## src/rtl/spi_byte_shifter.sv

```systemverilog
// spi_byte_shifter: full-duplex SPI mode-0 byte engine fed by a
// clock_divider (sclk is edge-detected in i_clk, never used as a clock).
// Ports: i_clk, i_rst_n (sync, active-low)
//   request: i_data, i_start_n, o_ready
//   result:  o_data, o_valid, o_err
//   divider: o_div_start_n, i_div_ready, i_sclk
//   spi:     i_miso, o_mosi, o_cs_n
module spi_byte_shifter #(
  parameter bit MSB_FIRST   = 1'b1,
  parameter int ARM_TIMEOUT = 16
) (
  input  logic       i_clk,
  input  logic       i_rst_n,
  input  logic [7:0] i_data,
  input  logic       i_start_n,
  output logic       o_ready,
  output logic [7:0] o_data,
  output logic       o_valid,
  output logic       o_err,
  output logic       o_div_start_n,
  input  logic       i_div_ready,
  input  logic       i_sclk,
  input  logic       i_miso,
  output logic       o_mosi,
  output logic       o_cs_n
);

  localparam int AW = $clog2(ARM_TIMEOUT + 1);
  localparam logic [AW-1:0] ARM_LAST =
    AW'(ARM_TIMEOUT - 1);

  typedef enum logic [1:0] {
    IDLE,
    ARM,
    SHIFT
  } state_t;

  state_t        state, state_d;
  logic [7:0]    tx, tx_d;
  logic [7:0]    rx, rx_d;
  logic [7:0]    data_d;
  logic [3:0]    bit_cnt, bit_d;
  logic [AW-1:0] arm_cnt, arm_d;
  logic          sclk_q;
  logic          rise, fall;
  logic          ready_d, valid_d, err_d;
  logic          dstart_d, mosi_d, cs_d;

  function automatic logic head(
    input logic [7:0] b
  );
    return MSB_FIRST ? b[7] : b[0];
  endfunction

  function automatic logic [7:0] adv(
    input logic [7:0] b
  );
    return MSB_FIRST ? {b[6:0], 1'b0}
                     : {1'b0, b[7:1]};
  endfunction

  function automatic logic [7:0] push(
    input logic [7:0] b,
    input logic       d
  );
    return MSB_FIRST ? {b[6:0], d}
                     : {d, b[7:1]};
  endfunction

  assign rise = i_sclk & ~sclk_q;
  assign fall = ~i_sclk & sclk_q;

  always_comb begin
    state_d  = state;
    tx_d     = tx;
    rx_d     = rx;
    bit_d    = bit_cnt;
    arm_d    = arm_cnt;
    data_d   = o_data;
    ready_d  = o_ready;
    cs_d     = o_cs_n;
    dstart_d = o_div_start_n;
    mosi_d   = o_mosi;
    valid_d  = 1'b0;
    err_d    = 1'b0;
    unique case (state)
      IDLE: begin
        if (!i_start_n) begin
          tx_d     = i_data;
          rx_d     = 8'h00;
          bit_d    = 4'd0;
          arm_d    = '0;
          ready_d  = 1'b0;
          cs_d     = 1'b0;
          dstart_d = 1'b0;
          mosi_d   = head(i_data);
          state_d  = ARM;
        end
      end
      ARM: begin
        if (!i_div_ready) begin
          dstart_d = 1'b1;
          state_d  = SHIFT;
        end else if (arm_cnt == ARM_LAST) begin
          err_d    = 1'b1;
          cs_d     = 1'b1;
          dstart_d = 1'b1;
          ready_d  = 1'b1;
          state_d  = IDLE;
        end else begin
          arm_d = arm_cnt + AW'(1);
        end
      end
      SHIFT: begin
        unique case (1'b1)
          rise: begin
            rx_d = push(rx, i_miso);
            if (bit_cnt != 4'hF)
              bit_d = bit_cnt + 4'd1;
          end
          fall: begin
            // the eighth fall has nothing left to send
            if (bit_cnt < 4'd8) begin
              tx_d   = adv(tx);
              mosi_d = head(tx_d);
            end
          end
          default: ;
        endcase
        // a same-cycle rise is already folded into rx_d/bit_d
        if (i_div_ready) begin
          data_d  = rx_d;
          valid_d = 1'b1;
          err_d   = (bit_d != 4'd8);
          cs_d    = 1'b1;
          ready_d = 1'b1;
          state_d = IDLE;
        end
      end
      default: state_d = IDLE;
    endcase
  end

  always_ff @(posedge i_clk) begin
    if (!i_rst_n) begin
      state         <= IDLE;
      tx            <= 8'h00;
      rx            <= 8'h00;
      bit_cnt       <= 4'd0;
      arm_cnt       <= '0;
      sclk_q        <= 1'b0;
      o_ready       <= 1'b1;
      o_data        <= 8'h00;
      o_valid       <= 1'b0;
      o_err         <= 1'b0;
      o_div_start_n <= 1'b1;
      o_mosi        <= 1'b0;
      o_cs_n        <= 1'b1;
    end else begin
      state         <= state_d;
      tx            <= tx_d;
      rx            <= rx_d;
      bit_cnt       <= bit_d;
      arm_cnt       <= arm_d;
      sclk_q        <= i_sclk;
      o_ready       <= ready_d;
      o_data        <= data_d;
      o_valid       <= valid_d;
      o_err         <= err_d;
      o_div_start_n <= dstart_d;
      o_mosi        <= mosi_d;
      o_cs_n        <= cs_d;
    end
  end

endmodule

```

## config.mk

```make
export PLATFORM = sky130hd
export DESIGN_NAME = spi_byte_shifter
export DESIGN_NICKNAME = d
export VERILOG_FILES = /design/src/rtl/spi_byte_shifter.sv
export SDC_FILE = /design/constraint.sdc
export NUM_CORES = 1
export LEC_CHECK = 0
export CORE_MARGIN = 1
export CORE_UTILIZATION = 48
export DETAILED_ROUTE_END_ITERATION = 10
export PLACE_DENSITY = 0.73
export SLEW_MARGIN = 20
export SYNTH_ARGS = -nofsm -noshare
export SYNTH_HDL_FRONTEND = slang
export SYNTH_SLANG_ARGS = --single-unit
```

## constraint.sdc

```tcl
create_clock -name i_clk -period 2 [get_ports i_clk]
set_clock_uncertainty 0.05 [all_clocks]
set_input_delay 0.3 -clock i_clk [delete_from_list [all_inputs] [get_ports i_clk]]
set_output_delay 0.3 -clock i_clk [all_outputs]
set_load 0.05 [all_outputs]
```

-- Word level (Yosys, flattened, before mapping)
Cells that the tools add are included.
- output and inout bits: 14
- input bits: 14
- register bits after elaboration: 40
- word-level logic and storage cells: 81
- magnitude comparators: 1
- $add $sub $neg: 2
- equality and inequality tests: 13
- mux-type cells: 37
- reduce and logical (&&, ||, !) cells: 12
- bitwise gates (word level): 4
- operators by type and width (cell ; count):
    7-bit two-way mux ; 3
    4-bit two-way mux ; 4
    8-bit two-way mux ; 2
    8-bit case mux with 2 select lines ; 1
    5-bit two-way mux ; 3
    2-bit != test (second input constant) ; 7
    7-bit case mux with 2 select lines ; 1
    1-bit two-way mux ; 12
    5-bit case mux with 2 select lines ; 1
    2-bit two-way mux ; 4
    4-bit != test (second input constant) ; 2
    4-bit case mux with 2 select lines ; 1
    4-bit AND reduction ; 2
    1-bit case mux with 2 select lines ; 3
    2-bit case mux with 3 select lines ; 1
    2-bit AND reduction ; 3
    3-bit AND reduction ; 2
    5-bit by 1-bit adder with 5-bit output (second input constant) ; 1
    5-bit by 4-bit == test with 1-bit output (second input constant) ; 1
    5-bit AND reduction ; 1
    4-bit by 1-bit adder with 4-bit output (second input constant) ; 1
    4-bit less-than comparator (second input constant) ; 1
    2-bit nonzero test ; 2
    3-bit != test (second input constant) ; 1
    other kinds (7) ; 9

-- Logic depth before layout (Yosys ltp)
Gate-level depths: netlist (run 1).
- depth after elaboration: 7
- depth in mapped cells: 8
- gate-level depth less buffers: 7

-- Worst setup path before layout (run 1)
No wires, ideal clock.
- kind: flip-flop to flip-flop
- start point: register arm_cnt[0]
- end point: register arm_cnt[0]
- data required time: 1819 ps
- stages on the path, launching flop included: 8
- slack: 67 ps
- path buffers: 0
- setup time: 131 ps
- clock period less this slack: 1933 ps
- arrival time: 1752 ps
- cell sequence: dfxtp_1 ha_1 and3_1 ha_1 nand3b_1 a21oi_1 mux2i_1 nor2_1
- longest elaborated chain between the ends: 4
- elaborated cells on any way between the ends: 7
- classes of those cells: add/sub (1); eq/ne (2); mux (3); reduce/logical (1)
- RTL lines (what ; line ; source):
    start, declared ; 43 ; logic [AW-1:0] arm_cnt, arm_d;
    start signal, assigned ; 164 ; arm_cnt <= arm_d;
    5-bit by 1-bit adder with 5-bit output ; 111 ; arm_d = arm_cnt + AW'(1);
    5-bit two-way mux ; 104 ; end else if (arm_cnt == ARM_LAST) begin
    5-bit two-way mux ; 101 ; if (!i_div_ready) begin
    5-bit case mux with 2 select lines ; 86 ; unique case (state)
Parallel ways exist; a longest one is shown, timed or not. The select of a mux whose other input is x is not followed.
A chain may end at the register's enable or synchronous reset.

-- Final worst setup path (run 1)
- start point: register arm_cnt[1]
- end point: register arm_cnt[3]
The elaborated chain is that of the path after synthesis.

==> summary.txt, run 1 <==
Critical path
  • R2R depth: 9
  • CP dominant cell by count: buf_4
  • Cell family with most CP delay: simple AND/OR/NAND/NOR gates
  • Critical path capture point: arm_cnt[3]$_SDFFE_PN0P_
  • Critical path's slowest cell: dfxtp_1
  • Worst EP arrival: 2.03 ns
  • Reg-to-reg setup timing slack: 0.09 ns
  • Reg-to-Reg End: arm_cnt[3]$_SDFFE_PN0P_
  • Critical Path End Type: flip-flop
  • Critical path origin: arm_cnt[1]$_SDFFE_PN0P_
  • Crit-path cells: ha_2 -> and3_4 -> ha_4 -> buf_4 -> nand3b_1 -> buf_4 -> a211oi_1 -> xnor2_1 -> nor2_1
  • Reg2reg start: arm_cnt[1]$_SDFFE_PN0P_
  • Crit path buffers/inverters: 2
  • WS Path Type: flip-flop to flip-flop
  • Crit start category: flip-flop
  • Worst Path Required: between 2 and 2.5 ns
  • Largest stage delay, worst path: approximately 0.33 ns
  • Critical Path Stages: 9
  • CP max FO: 3

Global route
  • Via count of the first global-routing pass: between 1k and 1.5k
  • Global-route wire length before repair: about 6400 µm
  • GRT Total Usage: between 10% and 20%
  • Initial antenna violation count: 0
  • Largest net degree at the start of global routing: 31
  • Congestion Overflow GR: 0

Synthesis
  • Cell area after synthesis: 1920 µm²
  • Asr flop ratio synth: 0%
  • Post-Synth Simple-Gate Area: between 20% and 30%
  • Adder-cell share of the synthesized area: 4.57%
  • Top FF cell, synth: dfxtp_1
  • Post-Syn Area per Cell: roughly 8.9 µm²
  • Sequential share of the synthesized area: between 40% and 50%
  • Largest family of logic cells by synthesized area: simple AND/OR/NAND/NOR gates
  • Largest area contributor in the netlist: dfxtp_1
  • Flops & latches, synth: 40
  • Post-synthesis mux area share: 6.79%
  • Leading post-synthesis cells by cell area: dfxtp_1 (42%), mux2i_1 (6.8%), nor2_1 (6.1%)
  • Complex-gate fraction of the synthesized area: between 10% and 20%
  • Post-synth EDFFs: 0
  • Synth top area share: between 40% and 50%
  • Xor and xnor area share after synthesis: less than 1%
  • Netlist cell types: 43
  • Syn Inst Count: 215
  • Syn nets: 236
  • Ys Warns: 0

Job
  • Max-Cap Viols: 0

Pwr
  • Combinational fraction of design power: 30.9%
  • Sequential power share: a little over two fifths
  • Clock power share: 26.2%
  • Switching power total: 0.000676 W
  • Int Power: between 0.001 and 0.0015 W
  • Fraction of power spent switching nets: 32.1%
  • Leakage: 0.910 nW
  • Power Density: about 860 nW/µm²
  • Worst vdd ir: 0.000531 V

Timing
  • Max Slew Vio Count: 0
  • Final cycle utilization of the critical path: roughly 95%
  • Fmax: approximately 520 MHz
  • Final Critical Period: roughly 1.9 ns
  • Worst setup margin: about 0.090 ns
  • Worst-Margin Slew: slightly below 0.5 ns
  • # setup viols final: 0
  • Relative max-transition margin: between 60% and 70%
  • Final hold vios: 0

Die
  • Starting Density: between 50 and 60%
  • Chip width: around 65 µm
  • Die Height: 65.2 µm
  • CORE AREA: 3740 µm²
  • Top Ports: 28
  • Row Count: 22
  • Full die area: 4250 µm²

Placement
  • Dpl ws: -0.0133 ns
  • Port Buf Inserts: 27
  • RD Place Congestion: 0.852
  • DPL Wire Length: ~2700 µm
  • Placed cell count: 294

Cells and area
  • ANT cells: 0
  • Share of layout cells above drive strength 1: approximately 17%
  • Finished Layout Cells: approximately 300
  • Area grow syn2layout: 28.0%
  • Fillers: around 310
  • NumNets Final: between 200 and 300

CTS
  • Bufs on Longest Clock Path: 2
  • Clk Latency, worst-skew pair: 0.29 ns
  • Clock slew at reported path FFs: 0.07 ns
  • Inserted Clock Buffers: 5
  • Root buffer cell: clkbuf_8
  • H-tree depth: 2
  • CTS sink cnt: 40
  • CTS tree: yes

Drt
  • WL per Instance: 12.9 µm
  • Pre-Repair DR Iteration Count: 4
  • First DRT Iteration DRCs: just under 80
  • Vias per cell: between 5 and 6
  • DR vias: between 1.5k and 2k
  • DRC: 0
  • DRT antenna net count: 0
  • Routed Wire Length: a little under 4000 µm

Min path
  • Hold WC Path Type: flip-flop to flip-flop

Status
  • Status: completed
-- through the flow --
stage	util, %	area (µm²)	hold slack (ns)	total power (W)	setup TNS, ns
after floorplan	-	1920	0.372	0.00135	0
after global placement	61.8	2310	0.402	0.00154	0
after detailed placement	61.8	2310	0.419	0.00155	-0.0245
after CTS	64.2	2400	0.435	0.00209	0
after global routing	65.5	2450	0.454	0.00222	-0.0234
final	65.5	2450	0.425	0.00211	0
-- tightest hold or removal path, cell delays in order, from the launching register on --
cell and delay (ns):
dfxtp_1 0.31, nand2_1 0.05, nand3_1 0.06
-- layer usage --
metal | global-route usage (%) | share of wire (%) | vias up | routed length [µm]
met2 | 31.6 | 48 | 42 | 1860
met4 | 8.97 | 1.2 | 0 | 45
met1 | 24.5 | 47 | 783 | 1820
li1 | - | - | 845 | -
met5 | 0 | 0 | - | 0
met3 | 5.73 | 4.7 | 5 | 184
-- cells in the mapped netlist (all sizes together) (2+ instances only) --
| cell | number |
|---|---|
| dfxtp | 40 |
| nor2 | 31 |
| nand2 | 24 |
| mux2i | 13 |
| a211oi | 9 |
| clkbuf | 9 |
| a22oi | 8 |
| a311oi | 8 |
| ha | 7 |
| nand3 | 6 |
| buf | 5 |
| nand2b | 5 |
| nor2b | 5 |
| a21oi | 4 |
| and2 | 4 |
| and3 | 4 |
| inv | 4 |
| o21ai | 4 |
| nand3b | 3 |
| a31oi | 2 |
| nor3 | 2 |
| o22ai | 2 |
-- sequential cells by signal, summed over array words and instances (netlist names) --
signal	count
bit_cnt	4
o_mosi	1
o_cs_n	1
o_div_start_n	1
o_err	1
o_valid	1
state	2
arm_cnt	5
o_data	8
rx	8
sclk_q	1
tx	7
-- cells by family after synthesis --
family / count (synthesis)
compound gates: 47
xor+xnor: 1
fa+ha+maj: 7
buf+inv: 18
flops: 40
mux: 13
simple gates: 89
-- cell type report --
class	instances	area (µm²)	share of cell area (%)
repair buffers	46	420	17.1
inverters	4	15.0	0.612
well taps	48	60.1	2.45
clock buffers	8	90.1	3.67
flip-flops and latches	40	803	32.7
multi-input cells	157	1060	43.4
-- layout by cell type (no fill, tap or decap), types with 6 or more instances in the layout --
cell type / count
a22oi_1: 8
a311oi_1: 8
buf_4: 17
clkbuf_8: 6
clkdlybuf4s50_1: 27
dfxtp_1: 38
mux2i_1: 13
nand2_1: 24
nor2_1: 31
-- power by group through the flow --
stage / clock network, W / registers, W / logic, W
4_1_cts: 0.000560 / 0.000901 / 0.000633
3_5_place_dp: 0 / 0.000919 / 0.000631
5_1_grt: 0.000597 / 0.000911 / 0.000710
3_3_place_gp: 0 / 0.000916 / 0.000623
6_report: 0.000552 / 0.000903 / 0.000652
2_1_floorplan: 0 / 0.000988 / 0.000364
-- worst min-delay path by stage --
stage / start / to / slack, ns / cells past startpoint
CTS: o_div_start_n$_SDFFE_PN1P_ / o_div_start_n$_SDFFE_PN1P_ / 0.43 / 2
global route: o_div_start_n$_SDFFE_PN1P_ / o_div_start_n$_SDFFE_PN1P_ / 0.45 / 2
global placement: o_div_start_n$_SDFFE_PN1P_ / o_div_start_n$_SDFFE_PN1P_ / 0.40 / 2
detailed placement: o_div_start_n$_SDFFE_PN1P_ / o_div_start_n$_SDFFE_PN1P_ / 0.42 / 2
finish: o_div_start_n$_SDFFE_PN1P_ / o_div_start_n$_SDFFE_PN1P_ / 0.42 / 2
floorplan: i_sclk / sclk_q$_SDFF_PN0_ / 0.37 / 1
-- timing repair --
action / CTS / global route
hold buffers: 0 / 0
setup endpoints to repair: 0 / 11
resized for setup: 0 / 11
setup buffers: 0 / 1
Note: power is estimated with default switching activity, not from simulation.
==> run 2: changes to the inputs <==
Settings changed: GPL_ROUTABILITY_DRIVEN set to 0.
==> results of run 2 <==
No change in the layout: final DEF, timing and power equal those of run 1.
